## config.mk

```make
export PLATFORM = sky130hd
export DESIGN_NAME = cu_read_command_arbiter_flat
export DESIGN_NICKNAME = d
export VERILOG_FILES = /design/src/rtl/cu_read_command_arbiter_if.sv /design/src/rtl/cu_read_command_arbiter.sv /design/src/flat_wrapper.sv
export SDC_FILE = /design/constraint.sdc
export NUM_CORES = 1
export LEC_CHECK = 0
export ABC_AREA = 0
export BUFFER_PORTS_ARGS = -buffer_cell sky130_fd_sc_hd__buf_2
export CAP_MARGIN = 10
export CORE_AREA = 4 4 175 177
export CTS_CLUSTER_DIAMETER = 50
export DETAILED_ROUTE_END_ITERATION = 10
export DIE_AREA = 0 0 179 181
export PLACE_DENSITY = 0.52
export SLEW_MARGIN = 30
export SYNTH_ARGS = -nofsm -noshare
export SYNTH_HDL_FRONTEND = slang
export SYNTH_SLANG_ARGS = --single-unit
```

## constraint.sdc

```tcl
create_clock -name clock -period 4.39 [get_ports clock]
set_input_delay 0.6585 -clock clock [delete_from_list [all_inputs] [get_ports clock]]
set_output_delay 0.6585 -clock clock [all_outputs]
set_load 0.05 [all_outputs]
```

## src/rtl/cu_read_command_arbiter_if.sv

```systemverilog
// Shared types for the CU read-command path and the requester-side
// handshake interface of cu_read_command_arbiter.
package cu_read_command_arbiter_pkg;

  localparam logic [7:0] DATA_READ_CONTROL_ID = 8'h10;

  typedef struct packed {
    logic        valid;
    logic [7:0]  cu_id;
    logic [7:0]  tag;
    logic [3:0]  command;
    logic [7:0]  size;
    logic [47:0] address;
  } CommandBufferLine;

  typedef struct packed {
    logic [7:0] cu_id;
    logic [7:0] tag;
  } ResponseCommand;

  typedef struct packed {
    logic           valid;
    ResponseCommand cmd;
    logic [7:0]     response;
  } ResponseBufferLine;

  typedef struct packed {
    logic alfull;
    logic full;
    logic empty;
    logic valid;
  } BufferStatus;

endpackage

// Handshake: requester i transfers a command in a cycle where
// request_valid_in[i] and request_ready_out[i] are both high. Ready is
// combinational, is at most one-hot, and never rises without the matching
// valid; a requester must hold valid and command stable until it sees ready.
interface cu_read_command_arbiter_if #(
  parameter int NUM_REQ = 4
);
  import cu_read_command_arbiter_pkg::*;

  logic [NUM_REQ-1:0]             request_valid_in;
  CommandBufferLine [NUM_REQ-1:0] request_command_in;
  logic [NUM_REQ-1:0]             request_ready_out;

  modport master (
    output request_valid_in,
    output request_command_in,
    input  request_ready_out
  );

  modport slave (
    input  request_valid_in,
    input  request_command_in,
    output request_ready_out
  );

endinterface

```

## src/rtl/cu_read_command_arbiter.sv

```systemverilog
// Round-robin arbiter sharing one read-command path between NUM_REQ read
// controls. Registers the granted command and tracks outstanding reads per
// requester from the returning responses.
// Optional feature: CU_READ_ARB_CREDIT_LIMIT_EN gates a requester once its
// outstanding count reaches MAX_OUTSTANDING.
module cu_read_command_arbiter
  import cu_read_command_arbiter_pkg::*;
#(
  parameter int         NUM_REQ         = 4,
  parameter logic [7:0] BASE_CU_ID      = DATA_READ_CONTROL_ID,
  parameter int         MAX_OUTSTANDING = 16
) (
  input  logic                     clock,
  input  logic                     rstn,
  input  logic                     enabled_in,
  cu_read_command_arbiter_if.slave req_if,
  input  ResponseBufferLine        read_response_in,
  input  BufferStatus              read_command_buffer_status,
  output CommandBufferLine         read_command_out,
  output logic [NUM_REQ-1:0][7:0]  outstanding_count_out,
  output logic                     arb_idle_out,
  output logic                     arb_error_out
);

  localparam int IDX_W = $clog2(NUM_REQ);

  logic                   enabled;
  logic [IDX_W-1:0]       last_grant;
  logic [7:0]             outstanding [NUM_REQ];

  logic [NUM_REQ-1:0]     eligible;
  logic [NUM_REQ-1:0]     ready;
  logic                   grant_found;
  logic [IDX_W-1:0]       grant_idx;
  CommandBufferLine       granted_cmd;

  logic [8:0]             resp_diff;
  logic                   resp_in_range;
  logic [IDX_W-1:0]       resp_idx;
  logic                   resp_dec_ok;
  logic                   resp_error;

  logic [NUM_REQ-1:0]     cnt_inc;
  logic [NUM_REQ-1:0]     cnt_dec;
  logic [NUM_REQ-1:0]     cnt_sat;
  logic                   sat_error;
  logic                   all_zero;

  logic                   unused_inputs;

  // Eligibility: valid, enabled and room downstream (plus a free credit).
  always_comb begin
    for (int i = 0; i < NUM_REQ; i++) begin
      eligible[i] = req_if.request_valid_in[i] & enabled &
                    ~read_command_buffer_status.alfull;
`ifdef CU_READ_ARB_CREDIT_LIMIT_EN
      if (outstanding[i] >= 8'(MAX_OUTSTANDING)) eligible[i] = 1'b0;
`endif
    end
  end

  // Round-robin pick starting one past the last granted requester.
  always_comb begin
    int               cand;
    logic [IDX_W-1:0] cand_idx;
    grant_found = 1'b0;
    grant_idx   = '0;
    ready       = '0;
    cand        = 0;
    cand_idx    = '0;
    for (int off = 1; off <= NUM_REQ; off++) begin
      cand     = (int'(last_grant) + off) % NUM_REQ;
      cand_idx = IDX_W'(cand);
      if (!grant_found && eligible[cand_idx]) begin
        grant_found = 1'b1;
        grant_idx   = cand_idx;
      end
    end
    if (grant_found) ready[grant_idx] = 1'b1;
  end

  assign req_if.request_ready_out = ready;

  // The requester's own valid bit is ignored; the registered line is valid.
  always_comb begin
    granted_cmd       = req_if.request_command_in[grant_idx];
    granted_cmd.valid = 1'b1;
  end

  // Map a response onto its requester and decide whether it is legitimate.
  always_comb begin
    resp_diff     = {1'b0, read_response_in.cmd.cu_id} - {1'b0, BASE_CU_ID};
    resp_in_range = read_response_in.valid && (resp_diff < 9'(NUM_REQ));
    resp_idx      = resp_diff[IDX_W-1:0];
    resp_dec_ok   = resp_in_range && (outstanding[resp_idx] != 8'd0);
    resp_error    = read_response_in.valid && !resp_dec_ok;
  end

  // Per-requester increment/decrement/saturation decisions and idle summary.
  always_comb begin
    all_zero = 1'b1;
    for (int i = 0; i < NUM_REQ; i++) begin
      cnt_inc[i] = grant_found && (grant_idx == IDX_W'(i));
      cnt_dec[i] = resp_dec_ok && (resp_idx == IDX_W'(i));
      cnt_sat[i] = cnt_inc[i] && !cnt_dec[i] && (outstanding[i] == 8'hFF);
      if (outstanding[i] != 8'd0) all_zero = 1'b0;
      outstanding_count_out[i] = outstanding[i];
    end
    sat_error = |cnt_sat;
  end

  // Outstanding counters; a grant and a response on one requester cancel.
  always_ff @(posedge clock or negedge rstn) begin
    if (!rstn) begin
      for (int i = 0; i < NUM_REQ; i++) outstanding[i] <= 8'd0;
    end else begin
      for (int i = 0; i < NUM_REQ; i++) begin
        if (cnt_inc[i] && !cnt_dec[i] && !cnt_sat[i])
          outstanding[i] <= outstanding[i] + 8'd1;
        else if (cnt_dec[i] && !cnt_inc[i])
          outstanding[i] <= outstanding[i] - 8'd1;
      end
    end
  end

  // Enable register, grant pointer, command register and status flags.
  always_ff @(posedge clock or negedge rstn) begin
    if (!rstn) begin
      enabled          <= 1'b0;
      last_grant       <= IDX_W'(NUM_REQ - 1);
      read_command_out <= '0;
      arb_idle_out     <= 1'b1;
      arb_error_out    <= 1'b0;
    end else begin
      enabled <= enabled_in;
      if (grant_found) begin
        last_grant       <= grant_idx;
        read_command_out <= granted_cmd;
      end else begin
        read_command_out <= '0;
      end
      arb_idle_out  <= all_zero & ~(|req_if.request_valid_in) &
                       ~read_command_out.valid;
      arb_error_out <= arb_error_out | resp_error | sat_error;
    end
  end

  // Fields of the shared structs this block has no use for.
  assign unused_inputs = ^{read_response_in.cmd.tag, read_response_in.response,
                           read_command_buffer_status.full,
                           read_command_buffer_status.empty,
                           read_command_buffer_status.valid,
                           8'(MAX_OUTSTANDING)};

endmodule

```

## src/flat_wrapper.sv

```systemverilog
// flat-port wrapper written by rule: the top's interface ports become plain ports
module cu_read_command_arbiter_flat import cu_read_command_arbiter_pkg::*;
#(
  parameter int         NUM_REQ         = 4,
  parameter logic [7:0] BASE_CU_ID      = DATA_READ_CONTROL_ID,
  parameter int         MAX_OUTSTANDING = 16
)
  (clock, rstn, enabled_in, read_response_in, read_command_buffer_status, read_command_out, outstanding_count_out, arb_idle_out, arb_error_out, req_if_request_valid_in, req_if_request_command_in, req_if_request_ready_out);
  cu_read_command_arbiter_if #(.NUM_REQ(NUM_REQ)) req_if_i ();
  input  logic clock;
  input  logic rstn;
  input  logic enabled_in;
  input  ResponseBufferLine read_response_in;
  input  BufferStatus read_command_buffer_status;
  output CommandBufferLine read_command_out;
  output logic [NUM_REQ-1:0][7:0] outstanding_count_out;
  output logic arb_idle_out;
  output logic arb_error_out;
  input wire logic [$bits(req_if_i.request_valid_in)-1:0] req_if_request_valid_in;
  input wire logic [$bits(req_if_i.request_command_in)-1:0] req_if_request_command_in;
  output wire logic [$bits(req_if_i.request_ready_out)-1:0] req_if_request_ready_out;
  assign req_if_i.request_valid_in = req_if_request_valid_in;
  assign req_if_i.request_command_in = req_if_request_command_in;
  assign req_if_request_ready_out = req_if_i.request_ready_out;
  cu_read_command_arbiter #(.NUM_REQ(NUM_REQ), .BASE_CU_ID(BASE_CU_ID), .MAX_OUTSTANDING(MAX_OUTSTANDING)) u_core (.clock(clock), .rstn(rstn), .enabled_in(enabled_in), .req_if(req_if_i), .read_response_in(read_response_in), .read_command_buffer_status(read_command_buffer_status), .read_command_out(read_command_out), .outstanding_count_out(outstanding_count_out), .arb_idle_out(arb_idle_out), .arb_error_out(arb_error_out));
endmodule
```

## Word-level counts from Yosys, hierarchy flattened

Cells that the tools add are included.

- $add $sub $neg: 13
- Multipliers: 0
- Div/mod/pow operators: 0
- $lt $le $gt $ge: 8
- Equal/unequal tests: 10
- Shift-type cells: 0
- Multiplexer cells: 37
- Bitwise gates (word level): 16
- Reduce and logical (&&, ||, !) cells: 60

Operator list:

| kind | count |
|---|---|
| 77-bit binary-select mux with 2-bit select | 1 |
| 8-bit two-way mux | 10 |
| 77-bit two-way mux | 1 |
| 76-bit two-way mux | 1 |
| 8-bit nonzero test | 5 |
| 8-bit by 1-bit adder with 8-bit output, second input constant | 4 |
| 8-bit == test, second input constant | 4 |
| 8-bit by 1-bit subtractor with 8-bit output, second input constant | 4 |
| 1-bit logical AND | 31 |
| 8-bit binary-select mux with 2-bit select | 1 |
| 1-bit logical NOT | 16 |
| 2-bit by 3-bit < comparator with 1-bit output, second input constant | 5 |
| 1-bit two-way mux | 13 |
| 1-bit bitwise AND | 10 |
| 9-bit by 3-bit < comparator with 1-bit output, second input constant | 1 |
| 8-bit by 5-bit subtractor with 9-bit output, second input constant | 1 |
| 1-bit binary-select mux with 2-bit select | 4 |
| 2-bit == test, second input constant | 4 |
| 2-bit two-way mux | 4 |
| 2-bit nonzero test | 4 |
| 4-bit OR reduction | 2 |
| 2-bit by 1-bit adder with 2-bit output, second input constant | 2 |
| 2-bit adder, second input constant | 2 |
| 2-bit by 1-bit == test with 1-bit output, second input constant | 2 |
| 8 further kinds | 12 |

- Flip-flop bits (word level): 114
- Bits in latches: 0
- Memory bits (writable): 0
- Bits in read-only memories: 0
- Word-level logic and storage cells: 158
- Memories kept: 0

## Longest topological paths before layout

- Depth in word-level cells: 21
- Mapped depth: 13
- Mapped depth without buffers: 13

## Least setup slack after synthesis

OpenSTA, ideal clock, no wires.

- Path type: input-to-reg
- Start: input port read_command_buffer_status[3] in the netlist's numbering
- End: register u_core.outstanding (netlist bit u_core.outstanding_count_out[23])
- Arrival time: 3.431 ns
- Path slack: 0.818 ns
- Stages on the path: 11
- Cells stage by stage: nand2b_1 -> buf_2 -> or4_1 -> or4_4 -> ha_1 -> nand3_1 -> o211ai_1 -> nor4_1 -> nor3_1 -> mux2_4 -> xnor2_2

- Cells in the longest elaborated chain, start to end: 21

RTL lines:

| what | RTL line | source |
|---|---|---|
| start: declaration | flat_wrapper.sv:14 | `input BufferStatus read_command_buffer_status;` |
| 1-bit NOT (*) | cu_read_command_arbiter.sv:55 | `~read_command_buffer_status.alfull;` |
| 1-bit bitwise AND | cu_read_command_arbiter.sv:54 | `eligible[i] = req_if.request_valid_in[i] & enabled &` |
| 1-bit binary-select mux with 2-bit select | cu_read_command_arbiter.sv:74 | `if (!grant_found && eligible[cand_idx]) begin` |
| 1-bit two-way mux (implied by the code) | cu_read_command_arbiter.sv:74 |  |
| 1-bit two-way mux | cu_read_command_arbiter.sv:74 |  |
| 1-bit logical NOT | cu_read_command_arbiter.sv:74 |  |
| 1-bit logical AND | cu_read_command_arbiter.sv:74 |  |
| 1-bit two-way mux | cu_read_command_arbiter.sv:74 |  |
| [... 5 more ...] | - |  |
| 2-bit two-way mux | cu_read_command_arbiter.sv:74 |  |
| 2-bit == test | cu_read_command_arbiter.sv:103 | `cnt_inc[i] = grant_found && (grant_idx == IDX_W'(i));` |
| 1-bit logical AND (*) | cu_read_command_arbiter.sv:103 |  |
| 1-bit logical AND | cu_read_command_arbiter.sv:105, cu_read_command_arbiter.sv:118 |  |
| 1-bit logical AND | cu_read_command_arbiter.sv:105 | `cnt_sat[i] = cnt_inc[i] && !cnt_dec[i] && (outstanding[i] == 8'hFF);` |
| 1-bit logical NOT | cu_read_command_arbiter.sv:118 | `if (cnt_inc[i] && !cnt_dec[i] && !cnt_sat[i])` |
| 1-bit logical AND | cu_read_command_arbiter.sv:118 |  |
| 8-bit two-way mux / 2-bit nonzero test (equally long branches) | - |  |
| end signal: indexed assignment | cu_read_command_arbiter.sv:119 | `outstanding[i] <= outstanding[i] + 8'd1;` |
| end signal: indexed assignment | cu_read_command_arbiter.sv:121 | `outstanding[i] <= outstanding[i] - 8'd1;` |
| end: declaration | cu_read_command_arbiter.sv:29 | `logic [7:0] outstanding [NUM_REQ];` |

Mark *: on every way between the ends. The rest lies on a longest branch, timed or not. The select of a mux whose other input is x is not followed.
A chain may end at the register's enable or synchronous reset.

## Worst setup path in the final report

- Start: register u_core.last_grant[1]
- End: register u_core.outstanding (netlist bit u_core.outstanding_count_out[30])

- Cells in the longest elaborated chain, start to end: 20

RTL lines:

| what | RTL line | source |
|---|---|---|
| start: declaration | cu_read_command_arbiter.sv:28 | `logic [IDX_W-1:0] last_grant;` |
| start signal: assignment | cu_read_command_arbiter.sv:130 | `last_grant <= IDX_W'(NUM_REQ - 1);` |
| start signal: assignment | cu_read_command_arbiter.sv:137 | `last_grant <= grant_idx;` |
| 2-bit by 1-bit adder with 2-bit output | cu_read_command_arbiter.sv:72 | `cand = (int'(last_grant) + off) % NUM_REQ;` |
| 1-bit binary-select mux with 2-bit select | cu_read_command_arbiter.sv:74 |  |
| 1-bit two-way mux (implied by the code) | cu_read_command_arbiter.sv:74 |  |
| 1-bit two-way mux | cu_read_command_arbiter.sv:74 |  |
| 1-bit logical NOT | cu_read_command_arbiter.sv:74 |  |
| 1-bit logical AND | cu_read_command_arbiter.sv:74 |  |
| 1-bit two-way mux | cu_read_command_arbiter.sv:74 |  |
| 1-bit logical NOT | cu_read_command_arbiter.sv:74 |  |
| [... 4 more ...] | - |  |
| 2-bit two-way mux | cu_read_command_arbiter.sv:74 |  |
| 2-bit == test | cu_read_command_arbiter.sv:103 |  |
| 1-bit logical AND (*) | cu_read_command_arbiter.sv:103 |  |
| 1-bit logical AND | cu_read_command_arbiter.sv:105, cu_read_command_arbiter.sv:118 |  |
| 1-bit logical AND | cu_read_command_arbiter.sv:105 |  |
| 1-bit logical NOT | cu_read_command_arbiter.sv:118 |  |
| 1-bit logical AND | cu_read_command_arbiter.sv:118 |  |
| 8-bit two-way mux / 2-bit nonzero test (equally long branches) | - |  |

Marked as above.

==> parameters.txt <==
Parameter                              Value

Status
  Status    finished clean

Worst setup path
  Number of cells on the worst reg-to-reg path    11
  Launching element type of the critical path    flop
  Cell chain of the critical path    mux2i_1 > or2_2 > a31oi_4 > nand4b_1 > fa_1 > a21o_1 > a21oi_1 > o21bai_1 > a21oi_1 > xnor2_1 > mux2_2
  Worst-path cell with the longest stage delay    dfstp_2
  Path type of the worst setup path    reg2reg
  Buffer and inverter count on the worst path    0
  Endpoint kind of the worst setup timing path    flop
  Required time of the critical path    4680 ps
  Most Frequent Cell on Critical Path    a21oi_1
  CP max FO    10
  Reg2Reg Launch Point    u_core.last_grant[1]$_DFFE_PN1P_
  Stage delay of the slowest cell on the critical path    580 ps
  Crit path from    u_core.last_grant[1]$_DFFE_PN1P_
  RR Endpoint    u_core.outstanding_count_out[30]$_DFFE_PN0P_
  Signal arrival time at the worst endpoint    3870 ps
  Worst path top cell family by delay    compound AO/OA/AOI/OAI gates
  Worst R2R Setup Slack    810 ps

Layout
  Final cell count without fillers    1575
  Growth of design area from synthesis to finish    47.34%
  Filler cells    3086
  Net count reported at finish    1544
  Layout cell share with drive strength beyond 1    43.99%

Route
  Routed wire per std cell    18.41 µm
  Final WL    28.99 mm
  Routed via count    7516
  Vias per cell    4.772
  1st-pass router iterations    5
  Post-detailed-route DRC marker count    0
  Drt first-iter violations    343
  Count of antenna-violating nets left after detailed routing    0

CTS
  Number of clock buffers inserted by TritonCTS    17
  TritonCTS clock tree    built
  Worst-Skew Late Latency    420 ps
  Post-CTS Setup Bufs    0
  Clock Tree Buf Depth    2
  Clock transition at path regs    60 ps
  Gates resized, CTS repair    0
  CTS Hold Buffers Added    0
  Root Driver    clkbuf_16
  Clock H-tree levels    4
  Clock sink count    114

STA
  Slew at the pin closest to its max-slew limit    862.2 ps
  Share of the clock period used by the worst path after layout    81.65%
  Slew headroom    42.52%
  RSZ-0062 raised after global routing    no
  Final period demand of the worst path    3584 ps
  Total count of hold-check failures in the final report    0
  Final TNS setup    0 ps
  Maximum frequency from static timing analysis    0.2790 GHz
  Final slew viol count    0
  Count of final setup violators    0
  Post-route clock skew    12.73 ps

Power
  Power share of the combinational group    48.1%
  Cell Pwr Density    578.2 nW/µm²
  Peak supply drop    0.3140 mV
  Sw frac    44.85%
  Net load switching power    2.600 mW
  Part of the power in registers    27.0%
  Clock network fraction of design power    24.8%
  Cell Int Power    3.198 mW
  LEAKAGE    5.250 nW

Floorplanning
  # IOs    459
  Starting utilization of the core area    23.27%
  Area of the die    32400 µm²
  Floorplan Core Area    29240 µm²
  Die Height    181 µm
  Chip width    179 µm
  Site row count    63

Synthesis
  Yosys Warn Count    0
  Number of synthesized register bits    114
  Unique cell type count in the Yosys netlist    50
  Count of flip-flops with a built-in enable after synthesis    0
  Leading register cell type out of synthesis    dfrtp_1
  Synth Instances    752
  Net count after synthesis    1125
  Part of the Yosys area used for sequential elements    41.97%
  Proportion of netlist area held by the largest area contributor    40.82%
  Top area cells in the synthesized netlist    dfrtp_1, nand2_1, a221o_1
  Most numerous cell types in the synthesized netlist    nand2_1, dfrtp_1, a21oi_1
  Most repeated cell in the gate-level netlist after synthesis    nand2_1
  Post-synthesis cell area    6805 µm²
  Mapped Avg Cell Area    9.050 µm²
  Post-synthesis cell type with the largest combined area    dfrtp_1
  Async SR Flop Fraction    100.0%

Global route
  Remaining global-route overflow    0
  Antenna violations before repair    2
  Largest net degree at the start of global routing    62
  GRT Resource Usage Total    16.77%
  Number of global-route vias before repair    7359
  First-pass GRT wire length    41.75 mm

Place
  Quantity of I/O buffers inserted on ports    435
  Placed Instances    1542
  Final weighted congestion in routability-driven placement    0.8980
  Dpl hpwl    21.95 mm

Run
  Max-cap check violation count    0

Worst hold path
  Hold/Removal Path Class    in2async
[worst max path at each step]
stage | cells past startpoint | endpoint | slack (ps)
detailed placement | 12 | u_core.outstanding_count_out[23]$_DFFE_PN0P_ | 460
global placement | 12 | u_core.outstanding_count_out[23]$_DFFE_PN0P_ | 520
global route | 11 | u_core.outstanding_count_out[30]$_DFFE_PN0P_ | 540
floorplan | 11 | u_core.outstanding_count_out[23]$_DFFE_PN0P_ | 820
CTS | 11 | u_core.outstanding_count_out[30]$_DFFE_PN0P_ | 820
finish | 11 | u_core.outstanding_count_out[30]$_DFFE_PN0P_ | 810
[power by group through the flow]
stage	registers (mW)	clock network, mW	logic, mW
floorplan	2.37	0	1.23
global placement	1.57	0	2.77
detailed placement	1.58	0	2.79
CTS	1.57	1.49	2.81
global route	1.61	1.54	3.01
finish	1.57	1.44	2.79
[cells by family after synthesis]
kind of cell / share of synthesized area (%)
compound gates: 18.64
fa+ha+maj: 5.773
xor+xnor: 3.843
flops: 41.97
buf+inv: 3.328
simple gates: 21.33
mux: 5.111
[sequential cells by signal, indices dropped and copies added, names as in the netlist]
| name | cells |
|---|---|
| u_core.arb_error_out | 1 |
| u_core.enabled | 1 |
| u_core.last_grant | 2 |
| u_core.read_command_out | 77 |
| u_core.outstanding_count_out | 32 |
| u_core.arb_idle_out | 1 |
[per-layer routing]
layer	GRT usage, %	share of wire (%)	vias up
met5	0	0	-
met4	5.527	2.6	0
met3	5.168	9.4	44
met2	28.14	48	345
met1	20.37	40	3561
li1	-	-	3566
[metrics by stage]
stage | utilization, % | power [mW] | hold WS, ps | instance area, µm² | setup slack (ps)
3_5_place_dp | 32.24 | 4.378 | 519.6 | 9428 | 461.7
5_1_grt | 34.28 | 6.156 | 330.5 | 10020 | 544.2
3_3_place_gp | 32.24 | 4.340 | 517.9 | 9428 | 521.9
6_report | 34.29 | 5.798 | 301.8 | 10030 | 805.6
4_1_cts | 34.26 | 5.866 | 332.8 | 10020 | 822.5
2_1_floorplan | - | 3.598 | 362.9 | 6805 | 818.4
[layout by cell type (no fill, tap or decap), drive strengths merged, types with 7 or more instances in the layout]
| cell | instances |
|---|---|
| nand3 | 36 |
| nor4 | 12 |
| inv | 10 |
| a221o | 61 |
| dfrtp | 111 |
| nand2 | 198 |
| and3 | 19 |
| clkbuf | 20 |
| nor2 | 16 |
| buf | 446 |
| xnor2 | 16 |
| nor3 | 7 |
| xor2 | 13 |
| mux2 | 25 |
| nand4 | 12 |
| o21bai | 8 |
| a21o | 8 |
| ha | 25 |
| a21oi | 81 |
[layout make-up]
type	count	area [µm²]	share of cell area [%]
diodes	3	7.507	0.07487
clock buffers	20	456.7	4.555
clock inverters	10	135.1	1.348
inverters	10	37.54	0.3743
multi-input cells	582	3759	37.48
flip-flops and latches	114	2856	28.49
well taps	390	488.0	4.866
repair buffers	446	2287	22.81
No activity file was read; power rests on OpenSTA's default activity.
